**config.mk**
```make
export PLATFORM = sky130hd
export DESIGN_NAME = alu_datapath
export DESIGN_NICKNAME = d
export VERILOG_FILES = /design/src/rtl/alu_pkg.sv /design/src/rtl/alu_add_sub.sv /design/src/rtl/alu_datapath.sv
export SDC_FILE = /design/constraint.sdc
export NUM_CORES = 1
export LEC_CHECK = 0
export ABC_CLOCK_PERIOD_IN_PS = 2500
export BUFFER_PORTS_ARGS = -buffer_cell sky130_fd_sc_hd__buf_2
export CORE_MARGIN = 10
export CORE_UTILIZATION = 56
export DETAILED_ROUTE_END_ITERATION = 8
export PLACE_DENSITY_LB_ADDON = 0.08
export SYNTH_ARGS = -nofsm -noshare
export SYNTH_HDL_FRONTEND = slang
export SYNTH_SLANG_ARGS = --single-unit
```
**constraint.sdc**
```tcl
create_clock -name clk -period 2.5 [get_ports clk]
set_input_delay 0.5 -clock clk [delete_from_list [all_inputs] [get_ports clk]]
set_output_delay 0.5 -clock clk [all_outputs]
set_load 0.005 [all_outputs]
```
**src/rtl/alu_pkg.sv**
```systemverilog
// Shared definitions for the sequential ALU: op encodings, adder select values
// and the iteration counter width helper.
package alu_pkg;

    typedef enum logic [1:0] {
        OP_ADD = 2'b00,
        OP_SUB = 2'b01,
        OP_MUL = 2'b10,
        OP_DIV = 2'b11
    } op_e;

    localparam logic ADD_SEL = 1'b0;
    localparam logic SUB_SEL = 1'b1;

    function automatic int cnt_w(input int width);
        return $clog2(width + 1);
    endfunction

endpackage

```
**src/rtl/alu_add_sub.sv**
```systemverilog
// Combinational WIDTH-bit adder/subtractor with two's-complement signed overflow.
module alu_add_sub
    import alu_pkg::*;
#(
    parameter int WIDTH = 8
) (
    input  logic [WIDTH-1:0] a,
    input  logic [WIDTH-1:0] b,
    input  logic             sub,
    output logic [WIDTH-1:0] sum,
    output logic             ovf
);

    logic [WIDTH-1:0] b_eff_s;

    // Subtraction is a + ~b + 1; overflow when equal-signed operands give a differently signed sum.
    always_comb begin
        b_eff_s = (sub == SUB_SEL) ? ~b : b;
        sum     = a + b_eff_s + {{(WIDTH-1){1'b0}}, sub};
        ovf     = (a[WIDTH-1] == b_eff_s[WIDTH-1]) && (sum[WIDTH-1] != a[WIDTH-1]);
    end

endmodule

```
**src/rtl/alu_datapath.sv**
```systemverilog
// Arithmetic datapath of the sequential ALU (A, Q, M, Q[-1], counter, result).
// Optional zf/vf status flags are built when ALU_DP_FLAGS_EN is defined.
module alu_datapath
    import alu_pkg::*;
#(
    parameter int WIDTH = 8
) (
    input  logic               clk,
    input  logic               rst,
    input  logic [1:0]         op,
    input  logic [WIDTH-1:0]   inbus,
    input  logic               c0,
    input  logic               c1,
    input  logic               c2,
    input  logic               c3,
    input  logic               c4,
    input  logic               c5,
    input  logic               c6,
    input  logic               c7,
    output logic               q0,
    output logic               qm1,
    output logic               a7,
    output logic               cnt_done,
`ifdef ALU_DP_FLAGS_EN
    output logic               zf,
    output logic               vf,
`endif
    output logic [2*WIDTH-1:0] outbus
);

    localparam int CW = cnt_w(WIDTH);
    localparam logic [CW-1:0] CNT_MAX = CW'(WIDTH);
    localparam logic [CW-1:0] CNT_ONE = CW'(1);

    logic [WIDTH-1:0] a_r, q_r, m_r;
    logic             qm1_r;
    logic [CW-1:0]    cnt_r;

    logic [WIDTH-1:0] sum_s, a_pre_s, a_nxt_s, q_nxt_s;
    logic             ovf_s, qm1_nxt_s;
    logic [CW-1:0]    cnt_nxt_s;
    op_e              op_s;

    assign op_s = op_e'(op);

    alu_add_sub #(.WIDTH(WIDTH)) u_add_sub (
        .a   (a_r),
        .b   (m_r),
        .sub (c3),
        .sum (sum_s),
        .ovf (ovf_s)
    );

    // Add/sub result feeds the shifter so c2 and c4 together add then shift in one cycle.
    always_comb begin
        a_pre_s   = c2 ? sum_s : a_r;
        a_nxt_s   = a_pre_s;
        q_nxt_s   = q_r;
        qm1_nxt_s = qm1_r;
        if (c4 && (op_s == OP_MUL)) begin
            a_nxt_s   = {a_pre_s[WIDTH-1], a_pre_s[WIDTH-1:1]};
            q_nxt_s   = {a_pre_s[0], q_r[WIDTH-1:1]};
            qm1_nxt_s = q_r[0];
        end else if (c4 && (op_s == OP_DIV)) begin
            a_nxt_s   = {a_pre_s[WIDTH-2:0], q_r[WIDTH-1]};
            q_nxt_s   = {q_r[WIDTH-2:0], c6};
        end else begin
            a_nxt_s   = a_pre_s;
        end
        if (c5 && (cnt_r != CNT_MAX)) begin
            cnt_nxt_s = cnt_r + CNT_ONE;
        end else begin
            cnt_nxt_s = cnt_r;
        end
    end

    // Datapath registers; c0 loads M and restarts, outbus survives c0 and clears only on reset.
    always_ff @(posedge clk or negedge rst) begin
        if (!rst) begin
            a_r    <= '0;
            q_r    <= '0;
            m_r    <= '0;
            qm1_r  <= 1'b0;
            cnt_r  <= '0;
            outbus <= '0;
        end else if (c0) begin
            m_r    <= inbus;
            a_r    <= '0;
            q_r    <= c1 ? inbus : {WIDTH{1'b0}};
            qm1_r  <= 1'b0;
            cnt_r  <= '0;
        end else begin
            a_r    <= a_nxt_s;
            q_r    <= c1 ? inbus : q_nxt_s;
            qm1_r  <= qm1_nxt_s;
            cnt_r  <= cnt_nxt_s;
            if (c7) begin
                outbus <= {a_r, q_r};
            end
        end
    end

    assign q0       = q_r[0];
    assign qm1      = qm1_r;
    assign a7       = a_r[WIDTH-1];
    assign cnt_done = (cnt_r == CNT_MAX);

`ifdef ALU_DP_FLAGS_EN
    // Status flags: c2 reports the adder, c7 reports the captured result (c7 wins if both).
    always_ff @(posedge clk or negedge rst) begin
        if (!rst) begin
            zf <= 1'b0;
            vf <= 1'b0;
        end else if (c0) begin
            zf <= 1'b0;
            vf <= 1'b0;
        end else begin
            if (c2) begin
                vf <= ovf_s;
                zf <= (sum_s == {WIDTH{1'b0}});
            end
            if (c7) begin
                zf <= ({a_r, q_r} == {(2*WIDTH){1'b0}});
            end
        end
    end
`else
    logic unused_ovf_s;
    assign unused_ovf_s = ovf_s;
`endif

endmodule
```
Yosys cells after proc, flatten, opt, wreduce, memory -nomap -nowiden
Index checks and enable logic that the tools add are counted.
{ "totals": {"reg_bits": 45, "inputBits": 20} }
{ "classes": {"addsub": 3, "n_eq_ne": 4, "muxes": 14, "bitwise_logic": 2, "reduce_logical": 7} }
{ "ops": {"columns": ["operator", "n"], "rows": [
  ["$mux 8", 10],
  ["$add 8x1->8", 1],
  ["$add 8x8->8", 1],
  ["$mux 4", 2],
  ["$not 8->8", 1],
  ["$add 4x1->4 const B", 1],
  ["$eq 2x2->1 const B", 2],
  ["$eq 4x4->1 const B", 1],
  ["$ne 4x4->1 const B", 1],
  ["$reduce_bool 2->1", 2],
  ["$reduce_bool 4->1", 1],
  ["$logic_and 1x1->1", 3],
  ["$mux 1", 2],
  ["$reduce_and 2->1", 1],
  ["$not 1->1", 1]
]} }

Depth between registers and ports, before layout
{ "depth": {"word_depth": 8, "ltp_mapped": 10} }

Modules after synthesis
A second synthesis with hierarchy kept.
{ "unflattened": {"cells_unflattened": 229, "area_unflattened_um2": 2572.5} }
{ "by_module_without_submodules": {"columns": ["mod", "n_inst", "cells_each", "area_each_um2", "seq_area_each_um2"], "rows": [
  ["alu_datapath", 1, 180, 2162.1, 1126.1],
  ["alu_add_sub", 1, 49, 410.4, 0.0]
]} }

Worst setup path before layout
No wires, ideal clock.
{ "synth_path": {"path_type": "in2reg", "from": "input c3", "to": "register a_r[4]", "setup_ps": 128, "arrival_time_ps": 2108, "slack_ps": 264, "stages": 9, "path_buffers": 1, "cell_sequence": "buf_6 -> xor2_1 -> ha_1 -> a21oi_1 -> o21ai_2 -> xor2_1 -> mux2_4 -> mux2i_1 -> o22ai_1"} }
{ "synth_between": {"elab_chain_cells": 7} }
{ "synth_lines": {"columns": ["item", "line", "text"], "rows": [
  ["start, declared", "alu_datapath.sv:15", "input logic c3,"],
  ["$mux 8", "alu_add_sub.sv:18", "b_eff_s = (sub == SUB_SEL) ? ~b : b;"],
  ["$add 8x8->8", "alu_add_sub.sv:19", "sum = a + b_eff_s + {{(WIDTH-1){1'b0}}, sub};"],
  ["$add 8x1->8 *", "alu_add_sub.sv:19", null],
  ["$mux 8 *", "alu_datapath.sv:56", "a_pre_s = c2 ? sum_s : a_r;"],
  ["$mux 8", "alu_datapath.sv:64", "end else if (c4 && (op_s == OP_DIV)) begin"],
  ["$mux 8 *", "alu_datapath.sv:60", "if (c4 && (op_s == OP_MUL)) begin"],
  ["$mux 8 *", "alu_datapath.sv:86", "end else if (c0) begin"],
  ["end signal, assigned", "alu_datapath.sv:93", "a_r <= a_nxt_s;"],
  ["end, declared", "alu_datapath.sv:35", "logic [WIDTH-1:0] a_r, q_r, m_r;"]
]} }
Every way passes the cells marked *; elsewhere a longest branch is shown, timed or not.
A chain may end at the register's enable or synchronous reset.

Worst setup path after layout
{ "layout_path": {"from": "register m_r[0]", "to": "register a_r[3]"} }
{ "layout_between": {"elab_chain_cells": 8} }
{ "layout_lines": {"columns": ["item", "line", "text"], "rows": [
  ["start, declared", "alu_datapath.sv:35", null],
  ["start signal, assigned", "alu_datapath.sv:87", "m_r <= inbus;"],
  ["$not 8->8", "alu_add_sub.sv:18", null],
  ["$mux 8 *", "alu_add_sub.sv:18", null],
  ["$add 8x8->8 *", "alu_add_sub.sv:19", null],
  ["$add 8x1->8 *", "alu_add_sub.sv:19", null],
  ["$mux 8 *", "alu_datapath.sv:56", null],
  ["$mux 8", "alu_datapath.sv:64", null],
  ["$mux 8 *", "alu_datapath.sv:60", null],
  ["$mux 8 *", "alu_datapath.sv:86", null]
]} }
Marks and branches as above.

==> flow_summary.yaml <==
logic_synthesis:
  synth_cell_type_count: 38
  ys_async_sr_fraction: 1.00
  synth-warning-count: 0
  ys_top_cells_by_count: "dfrtp_1 (45), mux2_2 (25), nand2_1 (25)"
  avgSynthCellArea_um2: 10.5
  ys_ff_latch: 45
  synth_compound_area_frac: 0.120
  synthSimpleGateAreaFrac: 0.110
  yosysSeqAreaShare: 0.445
  netlist.area_leader.share: 0.445
  synth_fa_ha_area_frac: 0.0524
  synth-xor-area-share: 0.0549
  synth_area_leader_cell: "dfrtp_1"
  yosys-top-cells-area: "dfrtp_1 (45%), mux2_2 (11%), mux2i_1 (5.1%)"
  yosysMostFrequentCell: "dfrtp_1"
  synth_top_family_by_area: "multiplexers"
  syn-num-nets: 270
  syn_area_um2: 2530
  synth_edf_count: 0
  ys.flop_type: "dfrtp_1"
  muxShareOfSynthArea: 0.178
  synth_cells: 240
power:
  powerDensity_nw_per_um2: 735
  p_leak_nw: 1.38
  ir_drop_uv: 470
  total_power_mw: 2.09
cts:
  htreeDepth: 2
  cts_tree: "done"
  cts_setup_buffers: 0
  clock_latency_ns: 0.30
  root_buffer: "clkbuf_8"
  cts_sinks: 45
  ctsResizeCount: 0
  numCtsBuffers: 5
  cts_hold_buf: 0
  cts.clk_slew.worst_paths_ns: 0.08
  clock_path_buffers: 2
timing:
  rsz0062_at_grt: "no"
  fin_ws_ns: 0.343
  tns_ns: 0
  fmax_mhz: 464
  setup_viol: 0
  finalClockSkew_ns: 0.0126
  drv_slew: 0
  worstMarginPinSlew_ns: 0.697
  finalHoldViolCount: 0
  min_period_over_period: 0.863
  timing.final.crit_period_ns: 2.16
  relSlewSlack: 0.534
placement:
  place_congestion: 0.809
  dp_slack_ns: 0.0575
  hpwl_um: 3920
  portBuffers: 39
route:
  dr.pass1.iters: 4
  met2_length_um: 2290
  ant_nets: 0
  top_layer_used: "met4"
  wl_met3_um: 324
  viasPerCell: 5.57
  wl_um: 5150
  drcViolationCount: 0
  via_count: 1831
  drtIter0Drc: 37
  wl_per_cell_um: 15.7
  wl_met1_um: 2480
worst_setup_path:
  critical_path_arrival_ns: 2.31
  cp-start-kind: "flop"
  slowest_stage: "dfrtp_1"
  cp_max_fo: 3
  cp_top_family: "multiplexers"
  path_class: "reg -> reg"
  path_buf_inv: 1
  crit_path_end_kind: "flop"
  cpPeakStageDelay_ns: 0.44
  cp_cell_sequence: "mux2i_4 -> inv_1 -> fa_1 -> nand3_1 -> nand2_1 -> xor2_1 -> mux2_2 -> o211ai_1 -> a21oi_1"
  cp.required_ns: 2.66
floorplan:
  die-area_um2: 7610
  start_util: 0.581
  rows: 24
  coreArea_um2: 4350
  die_y_um: 87.2
  die_w_um: 87.2
  ios: 40
global_routing:
  grt_pass1_wl_um: 8600
  grt_max_degree: 46
  antenna_found_initial: 0
  grt_pass1_vias: 1864
  grtUsageTotal: 0.141
  grt_overflow_total: 0
final_layout:
  diodes: 0
  syn_to_final_growth_pct: 12.3
  fillers: 371
  drive_above_1_share: 0.300
  final_nets: 307
status:
  status: "finished clean"
flow_run:
  drv_cap: 0
hold_path:
  min_path_type: "in -> async"
==> layout make-up <==
class | instances | area [µm²] | area share
Timing Repair Buffer | 42 | 218 | 0.0766
Multi-Input combinational cell | 176 | 1300 | 0.458
Clock inverter | 2 | 35.0 | 0.0123
Inverter | 7 | 26.3 | 0.00925
Clock buffer | 5 | 68.8 | 0.0242
Sequential cell | 45 | 1130 | 0.396
Tap cell | 52 | 65.1 | 0.0229
==> registers in the layout, summed over array words and instances (netlist names) <==
name,cells
outbus,16
qm1,1
m_r,8
a_r,8
cnt_r,4
q_r,8
==> cells by family (layout without fill, tap and decap cells) <==
kind of cell,after synthesis,in the layout
buffers and inverters,19,56
and+or+nand+nor,63,63
adders and majority gates,10,10
xor gates and xnor gates,15,15
AOI/OAI and AO/OA,48,48
DFF,45,45
muxes,40,40
==> cells in the final DEF, fill, tap and decap left out, types with 5 or more instances in the layout <==
cell and n:
o21ai_0 13, nor2_1 21, buf_2 39, inv_1 7, clkbuf_8 5, mux2i_1 13, ha_1 9, xor2_1 9
a21oi_1 16, mux2_2 25, dfrtp_1 45, xnor2_1 5, nand2_1 25
==> per-stage QoR <==
stage | area [µm²] | instances | hold WS (ns) | util
2_1_floorplan | 2530 | 240 | 0.204 | -
3_3_place_gp | 2740 | 322 | 0.483 | 0.629
3_5_place_dp | 2740 | 322 | 0.488 | 0.629
4_1_cts | 2840 | 329 | 0.283 | 0.653
5_1_grt | 2840 | 329 | 0.316 | 0.653
6_report | 2840 | 329 | 0.259 | 0.653
==> final timing paths <==
check | depth (start not counted) | endpoint | slack, ns | start
setup / recovery | 9 | a_r[3]$_DFF_PN0_ | 0.34 | m_r[0]$_DFFE_PN0P_
hold / removal | 2 | cnt_r[0]$_DFFE_PN0P_ | 0.26 | rst
setup reg to reg | 9 | a_r[3]$_DFF_PN0_ | 0.34 | m_r[0]$_DFFE_PN0P_
hold reg to reg | 1 | outbus[12]$_DFFE_PN0P_ | 0.50 | outbus[12]$_DFFE_PN0P_
max in group asynchronous | 2 | a_r[5]$_DFF_PN0_ | 1.85 | rst
min in group clk | 3 | q_r[4]$_DFFE_PN0P_ | 0.43 | inbus[4]
==> routing by layer <==
metal  up-vias  track usage
met2        38        0.217
met4         0       0.0435
met1       888        0.184
met3         5       0.0431
li1        900            -
met5         -            0
==> report_power, final <==
part | switching, mW | leakage [nW] | internal [mW]
sequential | 0.0887 | 0.575 | 0.838
combinational | 0.327 | 0.746 | 0.309
clock | 0.237 | 0.0540 | 0.291
Note: power is estimated with default switching activity, not from simulation.
